$ cat src/rtl/frame_capture_sched_if.sv
// Handshake bundle between the VGA timing / control side and the frame capture scheduler.
interface frame_capture_sched_if;
  logic        v_sync;
  logic        active_area;
  logic        freeze;
  logic        auto_mode;
  logic        capture_req;
  logic        tx_done;
  logic        ram_wren;
  logic        tx_start;
  logic        frame_ready;
  logic        timeout_err;
  logic [15:0] frame_cnt;
  logic [2:0]  state_dbg;

  modport master (
    output v_sync, active_area, freeze, auto_mode, capture_req, tx_done,
    input  ram_wren, tx_start, frame_ready, timeout_err, frame_cnt, state_dbg
  );

  modport slave (
    input  v_sync, active_area, freeze, auto_mode, capture_req, tx_done,
    output ram_wren, tx_start, frame_ready, timeout_err, frame_cnt, state_dbg
  );
endinterface

$ cat src/rtl/frame_capture_sched.sv
// Chooses which whole video frames are written to ball_ram and launches the flipdot stream
// on each captured frame, holding off new captures until transmission finishes or times out.
module frame_capture_sched #(
  parameter int FRAME_DIV  = 4,
  parameter int TX_TIMEOUT = 2000000,
  parameter int TO_W       = 21
) (
  input  logic                 ball_clock,
  input  logic                 reset,
  frame_capture_sched_if.slave bus
);

  localparam logic [2:0] S_IDLE    = 3'd0;
  localparam logic [2:0] S_ARM     = 3'd1;
  localparam logic [2:0] S_CAPTURE = 3'd2;
  localparam logic [2:0] S_DONE    = 3'd3;
  localparam logic [2:0] S_WAIT_TX = 3'd4;

  localparam logic [7:0]      DIV_LAST = 8'(FRAME_DIV - 1);
  localparam logic [TO_W-1:0] TO_LAST  = TO_W'(TX_TIMEOUT - 1);

  logic [2:0]      state;
  logic            vs_d;
  logic            vs_rise;
  logic            vs_fall;
  logic [7:0]      div_cnt;
  logic            div_hit;
  logic            req_lat;
  logic            arm_go;
  logic [TO_W-1:0] to_cnt;
  logic            to_hit;
  logic            frame_ready;
  logic            timeout_err;
  logic [15:0]     frame_cnt;

  // vs_d simply follows v_sync; a high v_sync at reset release must not look like a frame start.
  always_ff @(posedge ball_clock) begin
    vs_d <= bus.v_sync;
  end

  assign vs_rise = bus.v_sync & ~vs_d;
  assign vs_fall = ~bus.v_sync & vs_d;
  assign div_hit = (div_cnt == 8'd0);
  assign to_hit  = (to_cnt == TO_LAST);
  assign arm_go  = (state == S_ARM) & vs_rise & ~bus.freeze &
                   (req_lat | (bus.auto_mode & div_hit));

  // The divider counts every frame start regardless of state so the auto cadence stays fixed.
  always_ff @(posedge ball_clock) begin
    if (reset) begin
      div_cnt <= 8'd0;
    end else if (vs_rise) begin
      div_cnt <= (div_cnt == DIV_LAST) ? 8'd0 : div_cnt + 8'd1;
    end
  end

  // A new request in the same cycle as the latch is consumed wins, so it is never lost.
  always_ff @(posedge ball_clock) begin
    if (reset) begin
      req_lat <= 1'b0;
    end else if (bus.capture_req) begin
      req_lat <= 1'b1;
    end else if (arm_go) begin
      req_lat <= 1'b0;
    end
  end

  always_ff @(posedge ball_clock) begin
    if (reset) begin
      state       <= S_IDLE;
      frame_ready <= 1'b0;
      timeout_err <= 1'b0;
      frame_cnt   <= 16'd0;
      to_cnt      <= '0;
    end else begin
      case (state)
        S_IDLE: begin
          if (!bus.freeze && (req_lat || bus.auto_mode)) begin
            state <= S_ARM;
          end
        end
        S_ARM: begin
          if (vs_rise) begin
            if (bus.freeze) begin
              state <= S_IDLE;
            end else if (arm_go) begin
              state <= S_CAPTURE;
            end
          end
        end
        S_CAPTURE: begin
          if (vs_fall) begin
            state <= S_DONE;
          end
        end
        S_DONE: begin
          frame_ready <= 1'b1;
          frame_cnt   <= frame_cnt + 16'd1;
          to_cnt      <= '0;
          state       <= S_WAIT_TX;
        end
        S_WAIT_TX: begin
          // tx_done takes priority over a coincident timeout.
          if (bus.tx_done) begin
            frame_ready <= 1'b0;
            timeout_err <= 1'b0;
            state       <= S_IDLE;
          end else if (to_hit) begin
            frame_ready <= 1'b0;
            timeout_err <= 1'b1;
            state       <= S_IDLE;
          end else begin
            to_cnt <= to_cnt + TO_W'(1);
          end
        end
        default: state <= S_IDLE;
      endcase
    end
  end

  assign bus.ram_wren    = (state == S_CAPTURE) & bus.active_area;
  assign bus.tx_start    = (state == S_DONE);
  assign bus.frame_ready = frame_ready;
  assign bus.timeout_err = timeout_err;
  assign bus.frame_cnt   = frame_cnt;
  assign bus.state_dbg   = state;

endmodule

$ cat src/flat_wrapper.sv
// flat-port wrapper written by rule: the top's interface ports become plain ports
module frame_capture_sched_flat 
#(
  parameter int FRAME_DIV  = 4,
  parameter int TX_TIMEOUT = 2000000,
  parameter int TO_W       = 21
)
  (ball_clock, reset, bus_v_sync, bus_active_area, bus_freeze, bus_auto_mode, bus_capture_req, bus_tx_done, bus_ram_wren, bus_tx_start, bus_frame_ready, bus_timeout_err, bus_frame_cnt, bus_state_dbg);
  frame_capture_sched_if bus_i ();
  input  logic ball_clock;
  input  logic reset;
  input wire logic [$bits(bus_i.v_sync)-1:0] bus_v_sync;
  input wire logic [$bits(bus_i.active_area)-1:0] bus_active_area;
  input wire logic [$bits(bus_i.freeze)-1:0] bus_freeze;
  input wire logic [$bits(bus_i.auto_mode)-1:0] bus_auto_mode;
  input wire logic [$bits(bus_i.capture_req)-1:0] bus_capture_req;
  input wire logic [$bits(bus_i.tx_done)-1:0] bus_tx_done;
  output wire logic [$bits(bus_i.ram_wren)-1:0] bus_ram_wren;
  output wire logic [$bits(bus_i.tx_start)-1:0] bus_tx_start;
  output wire logic [$bits(bus_i.frame_ready)-1:0] bus_frame_ready;
  output wire logic [$bits(bus_i.timeout_err)-1:0] bus_timeout_err;
  output wire logic [$bits(bus_i.frame_cnt)-1:0] bus_frame_cnt;
  output wire logic [$bits(bus_i.state_dbg)-1:0] bus_state_dbg;
  assign bus_i.v_sync = bus_v_sync;
  assign bus_i.active_area = bus_active_area;
  assign bus_i.freeze = bus_freeze;
  assign bus_i.auto_mode = bus_auto_mode;
  assign bus_i.capture_req = bus_capture_req;
  assign bus_i.tx_done = bus_tx_done;
  assign bus_ram_wren = bus_i.ram_wren;
  assign bus_tx_start = bus_i.tx_start;
  assign bus_frame_ready = bus_i.frame_ready;
  assign bus_timeout_err = bus_i.timeout_err;
  assign bus_frame_cnt = bus_i.frame_cnt;
  assign bus_state_dbg = bus_i.state_dbg;
  frame_capture_sched #(.FRAME_DIV(FRAME_DIV), .TX_TIMEOUT(TX_TIMEOUT), .TO_W(TO_W)) u_core (.ball_clock(ball_clock), .reset(reset), .bus(bus_i));
endmodule
$ cat config.mk
export PLATFORM = sky130hd
export DESIGN_NAME = frame_capture_sched_flat
export DESIGN_NICKNAME = d
export VERILOG_FILES = /design/src/rtl/frame_capture_sched_if.sv /design/src/rtl/frame_capture_sched.sv /design/src/flat_wrapper.sv
export SDC_FILE = /design/constraint.sdc
export NUM_CORES = 1
export LEC_CHECK = 0
export ABC_AREA = 1
export CAP_MARGIN = 40
export CORE_AREA = 2 2 96 98
export CTS_CLUSTER_SIZE = 10
export DETAILED_ROUTE_END_ITERATION = 8
export DIE_AREA = 0 0 98 100
export PLACE_DENSITY = 0.56
export SETUP_SLACK_MARGIN = 0.2
export SYNTH_ARGS = -nofsm -noshare
export SYNTH_HDL_FRONTEND = slang
export SYNTH_SLANG_ARGS = --single-unit
export TNS_END_PERCENT = 5
$ cat constraint.sdc
create_clock -name ball_clock -period 3.8 [get_ports ball_clock]
set_input_delay 0.76 -clock ball_clock [delete_from_list [all_inputs] [get_ports ball_clock]]
set_output_delay 0.76 -clock ball_clock [all_outputs]
set_load 0.02 [all_outputs]
# ---- After elaboration in Yosys (flattened, before gate mapping)
# Index checks and enable logic that the tools add are counted.
dict set report word_totals {
  regBits 52
  in_bits 8
  word_cells 66
}
dict set report op_classes {
  n_addsub 3
  eq_ne 13
  mux 19
  bitwise 11
  n_reduce_logical 12
}
# op n
set ops {}
lappend ops {{$mux 21} 2}
lappend ops {{$pmux 21 s2} 1}
lappend ops {{$add 21x1->21 const B} 1}
lappend ops {{$eq 21x21->1 const B} 1}
lappend ops {{$mux 3} 7}
lappend ops {{$add 16x1->16 const B} 1}
lappend ops {{$pmux 3 s5} 1}
lappend ops {{$add 8x1->8 const B} 1}
lappend ops {{$eq 8x2->1 const B} 1}
lappend ops {{$logic_not 8->1} 1}
lappend ops {{$mux 8} 1}
lappend ops {{$and 1x1->1} 7}
lappend ops {{$eq 3x2->1 const B} 2}
lappend ops {{$mux 1} 6}
lappend ops {{$ne 2x1->1 const B} 3}
lappend ops {{$ne 3x2->1 const B} 2}
lappend ops {{$reduce_bool 2->1} 3}
lappend ops {{$reduce_and 5->1} 1}
lappend ops {{$ne 2x2->1 const B} 2}
lappend ops {{$reduce_and 2->1} 2}
lappend ops {{$eq 3x1->1 const B} 1}
lappend ops {{$eq 3x3->1 const B} 1}
lappend ops {{$logic_not 3->1} 1}
lappend ops {{$not 1->1} 3}
lappend ops {{other kinds (6)} 6}

# ---- Longest topological paths before layout
dict set report depth {
  word_depth 9
  mapped_depth 12
  mapped_depth_nobuf 12
}

# ---- Worst setup path before layout
# No wires, ideal clock.
dict set report synth_path {
  path_type {reg-to-output}
  start {register u_core.state[1], in the netlist u_core.bus.state_dbg[1]}
  end {output port bus_ram_wren}
  t_arrival_ps 1105
  slack_ps 1935
  stages_incl_launch_ff 5
  n_path_buf 0
  cell_sequence {dfxtp_1 -> inv_1 -> nor3_1 -> inv_1 -> nor2_1}
}
dict set report synth_via {
  elab_chain_cells 2
}
# item line_no
set synth_rtl {}
lappend synth_rtl {{start, declared} frame_capture_sched.sv:22} ;# logic [2:0] state;
lappend synth_rtl {{start signal, assigned} frame_capture_sched.sv:70} ;# state <= S_IDLE;
lappend synth_rtl {{start signal, assigned} frame_capture_sched.sv:79} ;# state <= S_ARM;
lappend synth_rtl {{start signal, assigned} frame_capture_sched.sv:85} ;# state <= S_IDLE;
lappend synth_rtl {{$eq 3x2->1} frame_capture_sched.sv:121} ;# assign bus.ram_wren = (state == S_CAPTURE) & bus.active_area;
lappend synth_rtl {{$and 1x1->1} frame_capture_sched.sv:121}
lappend synth_rtl {{end, declared} flat_wrapper.sv:18} ;# output wire logic [$bits(bus_i.ram_wren)-1:0] bus_ram_wren;
# No other way between the ends.

# ---- Worst setup path after layout
dict set report layout_path {
  start {register u_core.state[0], in the netlist u_core.bus.state_dbg[0]}
  end {output port bus_tx_start}
}
dict set report layout_via {
  elab_chain_cells 1
}
# item line_no
set layout_rtl {}
lappend layout_rtl {{$eq 3x2->1} frame_capture_sched.sv:122} ;# assign bus.tx_start = (state == S_DONE);
lappend layout_rtl {{end, declared} flat_wrapper.sv:19} ;# output wire logic [$bits(bus_i.tx_start)-1:0] bus_tx_start;
# No other way between the ends.

==> summary.md <==
| Metric | Value |
|---|---|
| Global-route wire length before repair | `approximately 11,000 µm` |
| Post-synth top area share | `0.366` |
| TritonCTS clock tree | `yes` |
| Synth Net Count | `approximately 440` |
| DRC violations left | `0` |
| CTS Buf Count | `5` |
| Setup crit start | `u_core.bus.state_dbg[0]` |
| Sw power | `between 300 and 400 µW` |
| Comb pwr share | `0.202` |
| Most frequent cells in the layout | `nand2_1 (88), inv_1 (63), nor2_1 (53)` |
| DR vias/cell | `about 4.6` |
| Leakage | `approximately 0.0013 µW` |
| Post-synthesis xor/xnor area fraction | `0.0123` |
| Critical path's slowest cell | `clkdlybuf4s50_1` |
| Max Cap Viol | `0` |
| Hold path start | `u_core.bus.frame_ready` |
| Ranking of synthesized cells by area | `dfxtp_1 (37%), nand2_1 (12%), inv_1 (8.3%)` |
| Cell Area, Synth | `0.00284 mm²` |
| Post-CTS Setup Repair Bufs | `0` |
| Fmax | `0.362 GHz` |
| Endpoint class of the critical path | `output pin` |
| Worst Max-Slew Pin Slew | `about 450 ps` |
| Worst Path Arrival | `2000 ps` |
| CP required | `about 3000 ps` |
| Tmin final | `between 2000 and 3000 ps` |
| Compound-Gate Fraction of Synth Area | `0.138` |
| Pre-CTS worst setup slack | `roughly 1100 ps` |
| Sequential share of the synthesized area | `0.366` |
| Total number of vias | `roughly 2,600` |
| Initial DRC count | `130` |
| Hold WS | `about 480 ps` |
| Syn. warnings | `0` |
| Net count, final | `approximately 470` |
| GRT Overall Usage | `0.136` |
| Layout cell share with drive strength beyond 1 | `0.0857` |
| Crit path kind | `flop to output pin` |
| Pwr/cell area | `356 mW/mm²` |
| Post-route clock period utilization | `0.726` |
| Outcome | `completed` |
| Die W | `slightly below 100 µm` |
| CTS resizes | `0` |
| Fin Setup TNS | `0 ps` |
| CP cell instances | `nand3_2 > inv_1 > clkdlybuf4s50_1` |
| WL/cell | `11.3 µm` |
| Antenna cell count | `0` |
| Mean Syn Cell Area | `around 6.7 µm²` |
| Hold Crit Class | `flop to flop` |
| Initial antenna violation count | `0` |
| Slew margin rel. | `0.698` |
| Simple-gate share of the synthesized area | `0.360` |
| Synth Register Bits | `52` |
| Commonest non-fill, non-tap cell in the layout | `nand2_1` |
| Starting density of the core | `0.320` |
| Startpoint type of the worst setup path | `flop` |
| # port buffers | `30` |
| Area of the core | `slightly below 0.009 mm²` |
| Overflow after GRT | `0` |
| Post-CTS Hold Buffers | `0` |
| Fin cells | `~570` |
| Fin. Hold Viols | `0` |
| Seq pwr share | `0.506` |
| H-tree level count | `2` |
| Setup WS post-layout | `about 1000 ps` |
| Largest net degree at the start of global routing | `27` |
| # clock sinks | `between 50 and 60` |
| Clock Pin Slew Worst Setup and Hold Paths | `~90 ps` |
| Gp weighted congestion | `about 0.81` |
| Post-synthesis mux area share | `0` |
| Layout area overhead | `17.3%` |
| # setup viols final | `0` |
| TritonRoute pass-1 iters | `4` |
| Clk network pwr share | `0.292` |
| Slowest Stage Delay on Critical Path | `between 600 and 700 ps` |
| Slew Limit Fails | `0` |
| Netlist cell types | `33` |
| Die Y | `100 µm` |
| Mapped Cells | `424` |
| Crit path max fanout | `12` |
| Later-pin clock latency in the skew report | `approximately 310 ps` |
| CTS max path bufs | `2` |
| Detail Route Antenna Nets | `0` |
| Post-Route WL | `between 6000 and 7000 µm` |
| Final Core Density | `0.375` |
| RSZ-0062 raised after global routing | `no` |
| Vias in the first global route | `between 2,000 and 2,500` |
| I/O Pins | `31` |
| Placed cell count | `around 560` |
| Largest family of logic cells by synthesized area | `simple AND/OR/NAND/NOR gates` |
| Post-Synth Adder-Cell Area | `0.0176` |
| Dpl hpwl | `roughly 4700 µm` |
| Row Count | `35` |
| VDD IR max | `approximately 0.13 mV` |
| Die area | `0.00980 mm²` |
| Reg2reg start | `u_core.to_cnt[0]` |
| Clock Tree Root | `clkbuf_8` |
| Clock skew | `~5.1 ps` |
| Switching portion of total power | `0.308` |
| Yosys top cell by area | `dfxtp_1` |
| Power Internal | `roughly 820 µW` |
-- critical path, delay by kind of cell (launching register included) --
kind / cells / cell delay [ps]
flops: 1 / 450
buf+inv: 2 / 920
simple gates: 1 / 310
-- path summary, 6_finish.rpt --
kind | end | slack (ps) | cells past startpoint
min reg2reg | u_core.bus.frame_ready | 480 | 2
max reg2reg | u_core.to_cnt[19] | 1940 | 10
min | u_core.bus.frame_ready | 480 | 2
max | bus_tx_start | 1040 | 3
-- metal layers --
layer | GRT usage | up-vias | part of all wire
met2 | 0.228 | 26 | 0.46
met5 | 0 | - | 0
li1 | - | 1420 | -
met1 | 0.179 | 1154 | 0.51
met4 | 0.0331 | 0 | 0.0092
met3 | 0.0286 | 5 | 0.024
-- state kept, by name, indices dropped and copies added, names as in the netlist --
name                    flops
u_core.req_lat              1
u_core.div_cnt              8
u_core.bus.frame_ready      1
u_core.bus.frame_cnt       16
u_core.vs_d                 1
u_core.bus.timeout_err      1
u_core.to_cnt              21
u_core.bus.state_dbg        3
-- final cells by class --
type	count	area, µm²
fillers	923	5550
multi-input cells	299	1500
flip-flops and latches	52	1040
repair buffers	32	315
inverters	65	244
well taps	111	139
clock buffers	7	96.3
-- synth_stat cells (all sizes together) --
library cell	count
dfxtp	52
a21o	1
a21oi	39
nor3	16
nand4	8
xnor2	1
o31ai	1
a211oi	1
or2	1
a31oi	3
inv	65
o21ai	27
clkbuf	3
nor3b	5
nand2	95
ha	4
xor2	3
nor2	65
o21a	2
buf	5
nand3	27
-- logic make-up (layout without fill, tap and decap cells) --
kind of cell | after synthesis | after routing
buf+inv | 73 | 104
simple gates | 217 | 217
flops | 52 | 52
compound gates | 74 | 74
fa+ha+maj | 4 | 4
xor+xnor | 4 | 4
-- per-stage QoR --
step | instance area [µm²] | total power [µW]
6_report | 3340 | 1190
3_5_place_dp | 3240 | 856
3_3_place_gp | 3240 | 855
4_1_cts | 3340 | 1210
5_1_grt | 3340 | 1260
2_1_floorplan | 2840 | 783
-- power groups by stage --
stage               combinational (µW)  sequential (µW)  clock (µW)
floorplan                          157              626           0
global placement                   241              614           0
detailed placement                 241              615           0
CTS                                242              603         370
global route                       269              607         383
finish                             240              602         347
No activity file was read; power rests on OpenSTA's default activity.
